==> src/rtl/ram_req_ctrl.sv <==
// Single-outstanding request front-end for the single-port RAM (cs/we/oe + registered read).
// Optional out-of-range error responses are enabled by defining RAM_CTRL_ERR_EN.
package ram_pkg;
  localparam int unsigned ADDR_WIDTH = 8;
  localparam int unsigned DATA_WIDTH = 8;
  localparam int unsigned DEPTH      = 256;
endpackage

module ram_req_ctrl #(
  parameter int unsigned ADDR_WIDTH = ram_pkg::ADDR_WIDTH,
  parameter int unsigned DATA_WIDTH = ram_pkg::DATA_WIDTH,
  parameter int unsigned DEPTH      = ram_pkg::DEPTH
) (
  input logic          clk,
  input logic          rst,
  ram_req_ctrl_if.slave bus
);

  typedef enum logic [2:0] {
    IDLE = 3'd0,
    WR   = 3'd1,
    RD   = 3'd2,
    CAP  = 3'd3,
    RSP  = 3'd4
  } state_e;

  state_e                state_q, state_d;
  logic                  req_ready_q, req_ready_d;
  logic                  rsp_valid_q, rsp_valid_d;
  logic [DATA_WIDTH-1:0] rsp_rdata_q, rsp_rdata_d;
  logic                  rsp_err_q, rsp_err_d;
  logic                  ram_cs_q, ram_cs_d;
  logic                  ram_we_q, ram_we_d;
  logic                  ram_oe_q, ram_oe_d;
  logic [ADDR_WIDTH-1:0] ram_addr_q, ram_addr_d;
  logic [DATA_WIDTH-1:0] ram_data_in_q, ram_data_in_d;

`ifdef RAM_CTRL_ERR_EN
  logic in_range_c;
  assign in_range_c = (32'(bus.req_addr) < 32'(DEPTH));
`else
  logic unused_depth_c;
  assign unused_depth_c = (DEPTH != 32'd0);
`endif

  // State register and registered outputs
  always_ff @(posedge clk) begin
    if (rst) begin
      state_q       <= IDLE;
      req_ready_q   <= 1'b1;
      rsp_valid_q   <= 1'b0;
      rsp_rdata_q   <= '0;
      rsp_err_q     <= 1'b0;
      ram_cs_q      <= 1'b0;
      ram_we_q      <= 1'b0;
      ram_oe_q      <= 1'b0;
      ram_addr_q    <= '0;
      ram_data_in_q <= '0;
    end else begin
      state_q       <= state_d;
      req_ready_q   <= req_ready_d;
      rsp_valid_q   <= rsp_valid_d;
      rsp_rdata_q   <= rsp_rdata_d;
      rsp_err_q     <= rsp_err_d;
      ram_cs_q      <= ram_cs_d;
      ram_we_q      <= ram_we_d;
      ram_oe_q      <= ram_oe_d;
      ram_addr_q    <= ram_addr_d;
      ram_data_in_q <= ram_data_in_d;
    end
  end

  // Next state; pin values are decoded from the next state so they flop alongside it
  always_comb begin
    state_d       = state_q;
    rsp_rdata_d   = rsp_rdata_q;
    rsp_err_d     = rsp_err_q;
    ram_addr_d    = ram_addr_q;
    ram_data_in_d = ram_data_in_q;

    unique case (state_q)
      IDLE: begin
        if (bus.req_valid) begin
          ram_addr_d    = bus.req_addr;
          ram_data_in_d = bus.req_wdata;
          rsp_err_d     = 1'b0;
          state_d       = bus.req_we ? WR : RD;
`ifdef RAM_CTRL_ERR_EN
          if (!in_range_c) begin
            state_d     = RSP;
            rsp_err_d   = 1'b1;
            rsp_rdata_d = '0;
          end
`endif
        end
      end
      WR:  state_d = IDLE;
      RD:  state_d = CAP;
      CAP: begin
        rsp_rdata_d = bus.ram_data_out;
        state_d     = RSP;
      end
      RSP: begin
        if (bus.rsp_ready) state_d = IDLE;
      end
      default: state_d = IDLE;
    endcase

    req_ready_d = (state_d == IDLE);
    rsp_valid_d = (state_d == RSP);
    ram_cs_d    = (state_d == WR) || (state_d == RD) || (state_d == CAP);
    ram_we_d    = (state_d == WR);
    ram_oe_d    = (state_d == CAP);
  end

  assign bus.req_ready   = req_ready_q;
  assign bus.rsp_valid   = rsp_valid_q;
  assign bus.rsp_rdata   = rsp_rdata_q;
  assign bus.rsp_err     = rsp_err_q;
  assign bus.ram_cs      = ram_cs_q;
  assign bus.ram_we      = ram_we_q;
  assign bus.ram_oe      = ram_oe_q;
  assign bus.ram_addr    = ram_addr_q;
  assign bus.ram_data_in = ram_data_in_q;

endmodule
==> src/rtl/ram_req_ctrl_if.sv <==
// Request/response handshake and RAM pin bundle for ram_req_ctrl.
// The slave modport is the controller's view; the master modport is the requester/RAM side.
interface ram_req_ctrl_if #(
  parameter int unsigned ADDR_WIDTH = 8,
  parameter int unsigned DATA_WIDTH = 8
);
  logic                  req_valid;
  logic                  req_ready;
  logic                  req_we;
  logic [ADDR_WIDTH-1:0] req_addr;
  logic [DATA_WIDTH-1:0] req_wdata;

  logic                  rsp_valid;
  logic                  rsp_ready;
  logic [DATA_WIDTH-1:0] rsp_rdata;
  logic                  rsp_err;

  logic                  ram_cs;
  logic                  ram_we;
  logic                  ram_oe;
  logic [ADDR_WIDTH-1:0] ram_addr;
  logic [DATA_WIDTH-1:0] ram_data_in;
  logic [DATA_WIDTH-1:0] ram_data_out;

  modport slave (
    input  req_valid, req_we, req_addr, req_wdata, rsp_ready, ram_data_out,
    output req_ready, rsp_valid, rsp_rdata, rsp_err,
    output ram_cs, ram_we, ram_oe, ram_addr, ram_data_in
  );

  modport master (
    output req_valid, req_we, req_addr, req_wdata, rsp_ready, ram_data_out,
    input  req_ready, rsp_valid, rsp_rdata, rsp_err,
    input  ram_cs, ram_we, ram_oe, ram_addr, ram_data_in
  );
endinterface

==> src/flat_wrapper.sv <==
// flat-port wrapper written by rule: the top's interface ports become plain ports
module ram_req_ctrl_flat 
#(
  parameter int unsigned ADDR_WIDTH = ram_pkg::ADDR_WIDTH,
  parameter int unsigned DATA_WIDTH = ram_pkg::DATA_WIDTH,
  parameter int unsigned DEPTH      = ram_pkg::DEPTH
)
  (clk, rst, bus_req_valid, bus_req_we, bus_req_addr, bus_req_wdata, bus_rsp_ready, bus_ram_data_out, bus_req_ready, bus_rsp_valid, bus_rsp_rdata, bus_rsp_err, bus_ram_cs, bus_ram_we, bus_ram_oe, bus_ram_addr, bus_ram_data_in);
  ram_req_ctrl_if #(.ADDR_WIDTH(ADDR_WIDTH), .DATA_WIDTH(DATA_WIDTH)) bus_i ();
  input logic clk;
  input logic rst;
  input wire logic [$bits(bus_i.req_valid)-1:0] bus_req_valid;
  input wire logic [$bits(bus_i.req_we)-1:0] bus_req_we;
  input wire logic [$bits(bus_i.req_addr)-1:0] bus_req_addr;
  input wire logic [$bits(bus_i.req_wdata)-1:0] bus_req_wdata;
  input wire logic [$bits(bus_i.rsp_ready)-1:0] bus_rsp_ready;
  input wire logic [$bits(bus_i.ram_data_out)-1:0] bus_ram_data_out;
  output wire logic [$bits(bus_i.req_ready)-1:0] bus_req_ready;
  output wire logic [$bits(bus_i.rsp_valid)-1:0] bus_rsp_valid;
  output wire logic [$bits(bus_i.rsp_rdata)-1:0] bus_rsp_rdata;
  output wire logic [$bits(bus_i.rsp_err)-1:0] bus_rsp_err;
  output wire logic [$bits(bus_i.ram_cs)-1:0] bus_ram_cs;
  output wire logic [$bits(bus_i.ram_we)-1:0] bus_ram_we;
  output wire logic [$bits(bus_i.ram_oe)-1:0] bus_ram_oe;
  output wire logic [$bits(bus_i.ram_addr)-1:0] bus_ram_addr;
  output wire logic [$bits(bus_i.ram_data_in)-1:0] bus_ram_data_in;
  assign bus_i.req_valid = bus_req_valid;
  assign bus_i.req_we = bus_req_we;
  assign bus_i.req_addr = bus_req_addr;
  assign bus_i.req_wdata = bus_req_wdata;
  assign bus_i.rsp_ready = bus_rsp_ready;
  assign bus_i.ram_data_out = bus_ram_data_out;
  assign bus_req_ready = bus_i.req_ready;
  assign bus_rsp_valid = bus_i.rsp_valid;
  assign bus_rsp_rdata = bus_i.rsp_rdata;
  assign bus_rsp_err = bus_i.rsp_err;
  assign bus_ram_cs = bus_i.ram_cs;
  assign bus_ram_we = bus_i.ram_we;
  assign bus_ram_oe = bus_i.ram_oe;
  assign bus_ram_addr = bus_i.ram_addr;
  assign bus_ram_data_in = bus_i.ram_data_in;
  ram_req_ctrl #(.ADDR_WIDTH(ADDR_WIDTH), .DATA_WIDTH(DATA_WIDTH), .DEPTH(DEPTH)) u_core (.clk(clk), .rst(rst), .bus(bus_i));
endmodule
==> config.mk <==
export PLATFORM = sky130hd
export DESIGN_NAME = ram_req_ctrl_flat
export DESIGN_NICKNAME = d
export VERILOG_FILES = /design/src/rtl/ram_req_ctrl.sv /design/src/rtl/ram_req_ctrl_if.sv /design/src/flat_wrapper.sv
export SDC_FILE = /design/constraint.sdc
export NUM_CORES = 1
export LEC_CHECK = 0
export ABC_CLOCK_PERIOD_IN_PS = 1400
export BUFFER_PORTS_ARGS = -buffer_cell sky130_fd_sc_hd__buf_2
export CORE_UTILIZATION = 46
export CTS_CLUSTER_DIAMETER = 150
export DETAILED_ROUTE_END_ITERATION = 10
export GPL_TIMING_DRIVEN = 1
export PLACE_DENSITY = 0.79
export SLEW_MARGIN = 20
export SYNTH_ARGS = -nofsm -noshare
export SYNTH_HDL_FRONTEND = slang
export SYNTH_SLANG_ARGS = --single-unit
==> constraint.sdc <==
create_clock -name clk -period 1.4 [get_ports clk]
set_input_delay 0.14 -clock clk [delete_from_list [all_inputs] [get_ports clk]]
set_output_delay 0.14 -clock clk [all_outputs]
set_load 0.05 [all_outputs]
After elaboration in Yosys (flattened, before gate mapping)
Index checks and enable logic that the tools add are counted.

Eq/ne operators: 7. Multiplexer cells: 4. Reduce and logical (&&, ||, !) cells: 5.

Operators by type and width (count): == test 3 x 2 -> 1 bit, second input constant (4); one-hot mux 3 bit (4 select lines) (1); == test 3 bit, second input constant (2); zero test 3 bit (2); two-way mux 3 bit (2); == test 3 x 1 -> 1 bit, second input constant (1); logical OR 1 bit (2); two-way mux 2 bit (1); AND reduction 2 bit (1).

Register bits: 32. Input port bits: 29. Output and inout bits: 30. Logic and storage cells: 25.

Logic depth before layout (Yosys ltp)
Gate-level depths: netlist (run 1).

Depth in word-level cells: 6. Depth in mapped cells: 4. Depth with buffers taken out: 2.

Least setup slack after synthesis (run 1)
OpenSTA, ideal clock, no wires.

Kind: reg2reg. Start: register u_core.state_q[0]. End: register u_core.req_ready_q (netlist: u_core.bus.req_ready). Library setup time: 116 ps. Arrival time: 1080 ps. Required time: 1284 ps. Setup slack: 205 ps. Stages on the path, launching flop included: 3. Buffers on the path: 0. Period minus slack after synthesis: 1195 ps. Cell sequence: dfxtp_1 -> or4b_4 -> a31o_1.

Longest elaborated chain between the ends: 3. Elaborated cells between the ends (all ways): 8. Those cells by class: eq/ne (3); mux (3); reduce/logical (2).

RTL lines: start, declared (line ram_req_ctrl.sv:27) `state_e state_q, state_d;`; start signal, assigned (line ram_req_ctrl.sv:60) `state_q <= state_d;`; == test 3 bit (tied with other cells) (line ram_req_ctrl.sv:81) `unique case (state_q)`; one-hot mux 3 bit (4 select lines) * (line ram_req_ctrl.sv:81); zero test 3 bit * (line ram_req_ctrl.sv:109) `req_ready_d = (state_d == IDLE);`; end signal, assigned (line ram_req_ctrl.sv:61) `req_ready_q <= req_ready_d;`; end, declared (line ram_req_ctrl.sv:28) `logic req_ready_q, req_ready_d;`.

Every way passes the cells marked *; elsewhere a longest branch is shown, timed or not. A chain may end at the register's enable or synchronous reset.

Worst setup path after layout (run 1)
Ends and elaborated chain as after synthesis.

==> metrics.md, run 1 <==
| Metric | Value |
|---|---|
| Run status | `finished clean` |
| Clock Skew | `12.9 ps` |
| Avg Inst Size Synth | `10.3 µm²` |
| Worst-Skew Late Latency | `320 ps` |
| Hold Vio Cnt, Final | `0` |
| Final Max Slew Viols | `0` |
| Synth top area share | `0.467` |
| Inserted Diodes | `0` |
| Post-CTS resize count | `0` |
| Area delta synth->final | `26.3%` |
| Largest cells by area after synthesis | `dfxtp_1, nand2b_1, mux2i_1` |
| Initial Util | `0.493` |
| # hold bufs at CTS | `0` |
| I/O pins | `59` |
| Gate Count Post-Synth | `133` |
| Leakage | `0.812 nW` |
| Post-synth top cells | `nand2b_1, dfxtp_1, mux2i_1, clkbuf_1, a21oi_1` |
| Min Tclk post-route | `1280 ps` |
| Syn Nets | `162` |
| Filler Cell Count | `258` |
| Post-synth EDFFs | `0` |
| Starting DRC count in detailed routing | `26` |
| Vias per cell | `4.85` |
| Crit-path max FO | `7` |
| Num Clock Sinks | `32` |
| H-tree lvl count | `2` |
| Worst-path clk slew | `100 ps` |
| Setup-failing EPs final | `0` |
| Worst R2R Path Depth | `2` |
| Worst hold path endpoint | `u_core.bus.rsp_rdata[0]` |
| CP required | `1610 ps` |
| CTS root buf | `clkbuf_4` |
| Unrepaired setup endpoints after global routing | `false` |
| IO Port Bufs | `57` |
| Hold path start | `bus_ram_data_out[0]` |
| Worst R2R Setup Slack | `120 ps` |
| Final Core Density | `0.623` |
| Total core area | `2780 µm²` |
| Postcts setup bufs | `0` |
| DR vias | `1081` |
| Max Cap Violations | `0` |
| Synth Register Bits | `32` |
| Clock Path Buffers | `2` |
| Gpl congestion | `0.656` |
| Worst hold path class | `in2reg` |
| YS warnings | `0` |
| CTS buffer count | `5` |
| Fin crit share | `0.914` |
| Crit path arrival time | `1490 ps` |
| Startpoint types | `register` |
| Die ar. | `3210 µm²` |
| Antenna Nets Post-Route | `0` |
| Number of global-route vias before repair | `1033` |
| Largest net degree at the start of global routing | `30` |
| Crit-path cells | `or4b_4 -> a31o_1` |
| First-pass GRT wire length | `4390 µm` |
| VDD IR max | `0.915 mV` |
| Origin of the critical flop-to-flop path | `u_core.state_q[0]` |
| Hold_ws | `67.9 ps` |
| Top FF cell, synth | `dfxtp_1` |
| Final wirelength | `2670 µm` |
| CTS tree | `done` |
| P per Cell Area | `1130 nW/µm²` |
| Initial antenna violation count | `0` |
| Chip Height | `56.6 µm` |
| Layout cell share with drive strength beyond 1 | `0.370` |
| Reg2reg end | `u_core.bus.req_ready` |
| Crit. End Element | `register` |
| Die Wd | `56.6 µm` |
| Worst Hold Depth | `3` |
| Rows | `19` |
| Total global routing overflow | `0` |
| CP max stage cell | `or4b_4` |
| Crit Path Category | `reg2reg` |
| Number of remaining DRC errors | `0` |
| Area leader, netlist | `dfxtp_1` |
| Setup TNS | `0 ps` |
| Pre-antenna DRT Iters | `4` |
| Wire per inst | `12.0 µm` |
| Fmax | `0.781 GHz` |
| Nets@finish | `220` |
| Fraction of registers with async set/reset | `0` |
| Hpwl dp | `1980 µm` |
| Netlist cell types | `21` |
| CP peak stage delay | `570 ps` |
| Total GRT Usage | `0.179` |
| Seq/Total Area, Yosys | `0.467` |
| Top-count cell post-synth | `nand2b_1` |
| Post-Syn Area | `1370 µm²` |
[cell usage in the layout (no fill, tap or decap)]
| cell type | netlist | routed |
|---|---|---|
| or3_2 | 1 | 1 |
| buf_4 | 2 | 3 |
| nor2_1 | 3 | 3 |
| nand3b_1 | 1 | 1 |
| and3b_1 | 1 | 1 |
| a21oi_1 | 4 | 4 |
| inv_1 | 1 | 1 |
| or2b_1 | 1 | 1 |
| or4b_4 | 1 | 1 |
| clkbuf_4 | 0 | 5 |
| and3b_2 | 1 | 1 |
| clkbuf_1 | 5 | 2 |
| nor4b_4 | 0 | 1 |
| mux2i_1 | 24 | 24 |
| buf_2 | 1 | 57 |
| nand2b_1 | 49 | 49 |
| or3b_2 | 1 | 1 |
| a31o_1 | 1 | 1 |
| conb_1 | 1 | 1 |
| nor3_1 | 1 | 1 |
| clkbuf_8 | 0 | 1 |
| dfxtp_1 | 32 | 32 |
[cells by family after synthesis]
| group | share of synthesized area |
|---|---|
| other cells | 0.00273 |
| mux | 0.175 |
| buf+inv | 0.0419 |
| compound gates | 0.0210 |
| flops | 0.467 |
| simple gates | 0.293 |
[metrics by stage]
step | power, W | setup WS, ps | area [µm²] | instances
after CTS | 0.00198 | 89.2 | 1730 | 223
final | 0.00195 | 120 | 1730 | 223
after floorplan | 0.00133 | 205 | 1370 | 133
after global placement | 0.00143 | 173 | 1670 | 215
after global routing | 0.00204 | 38.0 | 1730 | 223
after detailed placement | 0.00144 | 133 | 1670 | 215
[worst max-delay path: cells and delay by family, from the launching register on]
kind	cells	cell delay (ps)
compound gates	1	220
simple gates	1	570
flops	1	390
[layer usage]
layer,routed length (µm),vias up,track usage
met5,0,-,0
met4,16,0,0.0627
met3,174,2,0.0691
met2,1400,36,0.324
met1,1080,494,0.185
li1,-,549,-
[how the worst max path moves through the flow]
stage	start	endpoint	slack, ps	depth (start not counted)
3_3_place_gp	u_core.state_q[0]	u_core.bus.req_ready	170	2
5_1_grt	u_core.state_q[0]	u_core.bus.ram_data_in[1]	40	3
4_1_cts	u_core.state_q[1]	u_core.bus.ram_data_in[1]	90	3
6_report	u_core.state_q[0]	u_core.bus.req_ready	120	2
2_1_floorplan	u_core.state_q[0]	u_core.bus.req_ready	200	2
3_5_place_dp	u_core.state_q[1]	u_core.bus.ram_data_in[0]	130	3
[power by group]
group | leakage, nW | switching (W) | internal [W]
logic | 0.518 | 0.000273 | 0.000148
registers | 0.262 | 0.0000314 | 0.000962
clock network | 0.0326 | 0.000290 | 0.000248
total | 0.812 | 0.000594 | 0.00136
[cell type report]
cell class              count  area, µm²  area share
flip-flops and latches     32        641       0.370
repair buffers             60        308       0.178
well taps                  31       38.8      0.0224
multi-input cells          91        683       0.394
inverters                   1       3.75     0.00217
clock buffers               8       58.8      0.0339
[registers in the layout, summed over array words and instances (netlist names)]
signal,cells
u_core.bus.rsp_valid,1
u_core.bus.ram_addr,8
u_core.state_q,3
u_core.bus.ram_data_in,8
u_core.bus.req_ready,1
u_core.bus.ram_cs,1
u_core.bus.ram_oe,1
u_core.bus.ram_we,1
u_core.bus.rsp_rdata,8
Note: power is estimated with default switching activity, not from simulation.
==> run 2: changes to the inputs <==
--- a/config.mk
+++ b/config.mk
@@ -5,6 +5,7 @@
 export SDC_FILE = /design/constraint.sdc
 export NUM_CORES = 1
 export LEC_CHECK = 0
+export ABC_AREA = 1
 export ABC_CLOCK_PERIOD_IN_PS = 1400
 export BUFFER_PORTS_ARGS = -buffer_cell sky130_fd_sc_hd__buf_2
 export CORE_UTILIZATION = 46
==> run 2 against run 1 <==
Compared with the run above:
- non-clock buffer count is 1 higher
- cell area decreased by 3.0%
- critical path depth grew 2
- global-route usage rose by 0.91 points
- utilization is 0.84 points lower
- register-to-register slack better by 70 ps
- hold slack better by 6.1 ps
==> metrics.md, run 2 <==
| Metric | Value |
|---|---|
| Post-synth EDFFs | `0 (unchanged)` |
| Fmax | `0.829 GHz (+6.1%)` |
| Clock Path Buffers | `2 (unchanged)` |
| Unrepaired setup endpoints after global routing | `false` |
| Largest net degree at the start of global routing | `34 (+13%)` |
| DR vias | `1283 (+19%)` |
| Initial Util | `0.481 (-0.0129)` |
| Total global routing overflow | `0 (unchanged)` |
| CTS buffer count | `5 (unchanged)` |
| Antenna Nets Post-Route | `0 (unchanged)` |
| CP peak stage delay | `360 ps (-210 ps)` |
| Inserted Diodes | `0 (unchanged)` |
| Crit path arrival time | `1430 ps (-60 ps)` |
| Die ar. | `3070 µm² (-4.1%)` |
| I/O pins | `59 (unchanged)` |
| Initial antenna violation count | `0 (unchanged)` |
| Hold_ws | `74.0 ps (+6.09 ps)` |
| Synth Register Bits | `32 (unchanged)` |
| Vias per cell | `4.88 (+0.64%)` |
| Final Max Slew Viols | `0 (unchanged)` |
| IO Port Bufs | `57 (unchanged)` |
| P per Cell Area | `1320 nW/µm² (+17%)` |
| Chip Height | `55.4 µm (-2.1%)` |
| Layout cell share with drive strength beyond 1 | `0.319 (-0.0508)` |
| Postcts setup bufs | `0 (unchanged)` |
| Commonest non-fill, non-tap cell in the layout | `buf_2` |
| Sequential Power Share | `0.453 (-0.056)` |
| Final wirelength | `2790 µm (+4.5%)` |
| Starting DRC count in detailed routing | `61 (+130%)` |
| First-pass GRT wire length | `4590 µm (+4.6%)` |
| Fin area | `1680 µm² (-3.0%)` |
| Post-CTS resize count | `0 (unchanged)` |
| Clock Power Share | `0.306 (+0.030)` |
| Design Power | `0.00222 W (+14%)` |
| Min Tclk post-route | `1210 ps (-73.8 ps)` |
| Fraction of registers with async set/reset | `0 (unchanged)` |
| VDD IR max | `1.04 mV (+14%)` |
| Num Clock Sinks | `32 (unchanged)` |
| Most used cell, CP | `nand3_1` |
| Nets@finish | `260 (+18%)` |
| Worst-Skew Late Latency | `330 ps (about the same)` |
| Post-synth top cells | `dfxtp_1, nand2_1, a21oi_1, nor2_1` |
| Rows | `19 (unchanged)` |
| Top FF cell, synth | `dfxtp_1` |
| Avg Inst Size Synth | `7.51 µm² (-27%)` |
| Hold Vio Cnt, Final | `0 (unchanged)` |
| Top-count cell post-synth | `dfxtp_1` |
| Area delta synth->final | `27.9%` |
| Clock Skew | `11.3 ps (-1.60 ps)` |
| Number of remaining DRC errors | `0 (unchanged)` |
| Leakage | `0.883 nW (+8.8%)` |
| Die Wd | `55.4 µm (-2.1%)` |
| CTS tree | `done` |
| Gate Count Post-Synth | `175 (+32%)` |
| Run status | `finished clean` |
| Crit-path cells | `inv_2 -> nand3_1 -> nand3_1 -> nand2_1` |
| Fin crit share | `0.862 (-0.0527)` |
| CP max stage cell | `dfxtp_1` |
| Startpoint types | `register` |
| Number of global-route vias before repair | `1101 (+6.6%)` |
| Netlist cell types | `17 (-19%)` |
| Synth top area share | `0.488 (+0.0209)` |
| Worst hold path class | `in2reg` |
| Total GRT Usage | `0.188 (+0.00912)` |
| Crit. End Element | `register` |
| Net Sw Power | `0.000715 W (+20%)` |
| Pre-antenna DRT Iters | `7 (+3)` |
| CP required | `1630 ps (+20 ps)` |
| Post-Syn Area | `1310 µm² (-4.3%)` |
| Logic gate share of total power | `0.241 (+0.025)` |
| Syn Nets | `204 (+26%)` |
| Wire per inst | `10.6 µm (-11%)` |
| Worst-path clk slew | `100 ps (about the same)` |
| Seq/Total Area, Yosys | `0.488 (+0.0209)` |
| CTS root buf | `clkbuf_4` |
| Setup TNS | `0 ps (unchanged)` |
| Max Cap Violations | `0 (unchanged)` |
| Gpl congestion | `0.801 (+22%)` |
| Total core area | `2730 µm² (-1.7%)` |
| Int Pwr | `0.00150 W (+11%)` |
| Crit-path max FO | `11 (+4)` |
| Placed Area | `1600 µm² (-4.2%)` |
| Sw Ratio | `0.323 (+0.0183)` |
| # hold bufs at CTS | `0 (unchanged)` |
| Setup-failing EPs final | `0 (unchanged)` |
| YS warnings | `0 (unchanged)` |
| H-tree lvl count | `2 (unchanged)` |
| Largest cells by area after synthesis | `dfxtp_1, a21oi_1, nand2_1` |
| Area leader, netlist | `dfxtp_1` |
| Hpwl dp | `1900 µm (-4.0%)` |
| Crit Path Category | `reg2reg` |
| Commonest non-fill, non-tap cells in the layout | `buf_2, dfxtp_1, nand2_1` |
## run 2: critical path, delay by kind of cell, from the launching register on
kind | cells | cell delay, ps
and+or+nand+nor | 3 | 590
DFF | 1 | 360
buffers and inverters | 1 | 150
## run 2: worst paths after layout
| check | start | to | slack, ps | cells past startpoint |
|---|---|---|---|---|
| min | bus_ram_data_out[1] | u_core.bus.rsp_rdata[1] | 70 | 3 |
| max | u_core.state_q[2] | u_core.bus.req_ready | 190 | 4 |
| min reg2reg | u_core.bus.rsp_rdata[7] | u_core.bus.rsp_rdata[7] | 470 | 2 |
| max reg2reg | u_core.state_q[2] | u_core.bus.req_ready | 190 | 4 |
## run 2: through the flow
stage / utilization / setup slack [ps] / std cells
after global routing: 0.615 / 83.3 / 263
after detailed placement: 0.587 / 209 / 255
after floorplan: - / 418 / 175
after global placement: 0.587 / 249 / 255
after CTS: 0.615 / 190 / 263
final: 0.615 / 194 / 263
## run 2: power by group through the flow
stage          logic, W  clock network, W  registers (W)
6_report       0.000533          0.000679        0.00100
3_3_place_gp   0.000530                 0        0.00102
4_1_cts        0.000536          0.000700        0.00100
2_1_floorplan  0.000208                 0        0.00123
5_1_grt        0.000577          0.000730        0.00101
3_5_place_dp   0.000534                 0        0.00103
## run 2: cell families (layout without fill, tap and decap cells)
logic type      after synthesis  count (layout)  share of synthesized area
other cells                   1               1                    0.00285
flops                        32              32                      0.488
simple gates                 84              84                      0.280
compound gates               26              26                      0.105
buf+inv                      32              89                      0.125
## run 2: metal layers
layer  vias up  track usage  part of all wire
li1        674            -                 -
met1       562        0.223              0.45
met2        41        0.313              0.47
met3         6       0.0679             0.059
met4         0       0.0643             0.015
met5         -            0                 0
## run 2: cell type report
| type | count | area [µm²] |
|---|---|---|
| Fill cell | 256 | 1050 |
| Sequential cell | 32 | 641 |
| Multi-Input combinational cell | 111 | 509 |
| Timing Repair Buffer | 61 | 340 |
| Inverter | 20 | 75.1 |
| Clock buffer | 6 | 41.3 |
| Tap cell | 31 | 38.8 |
| Clock inverter | 2 | 35.0 |
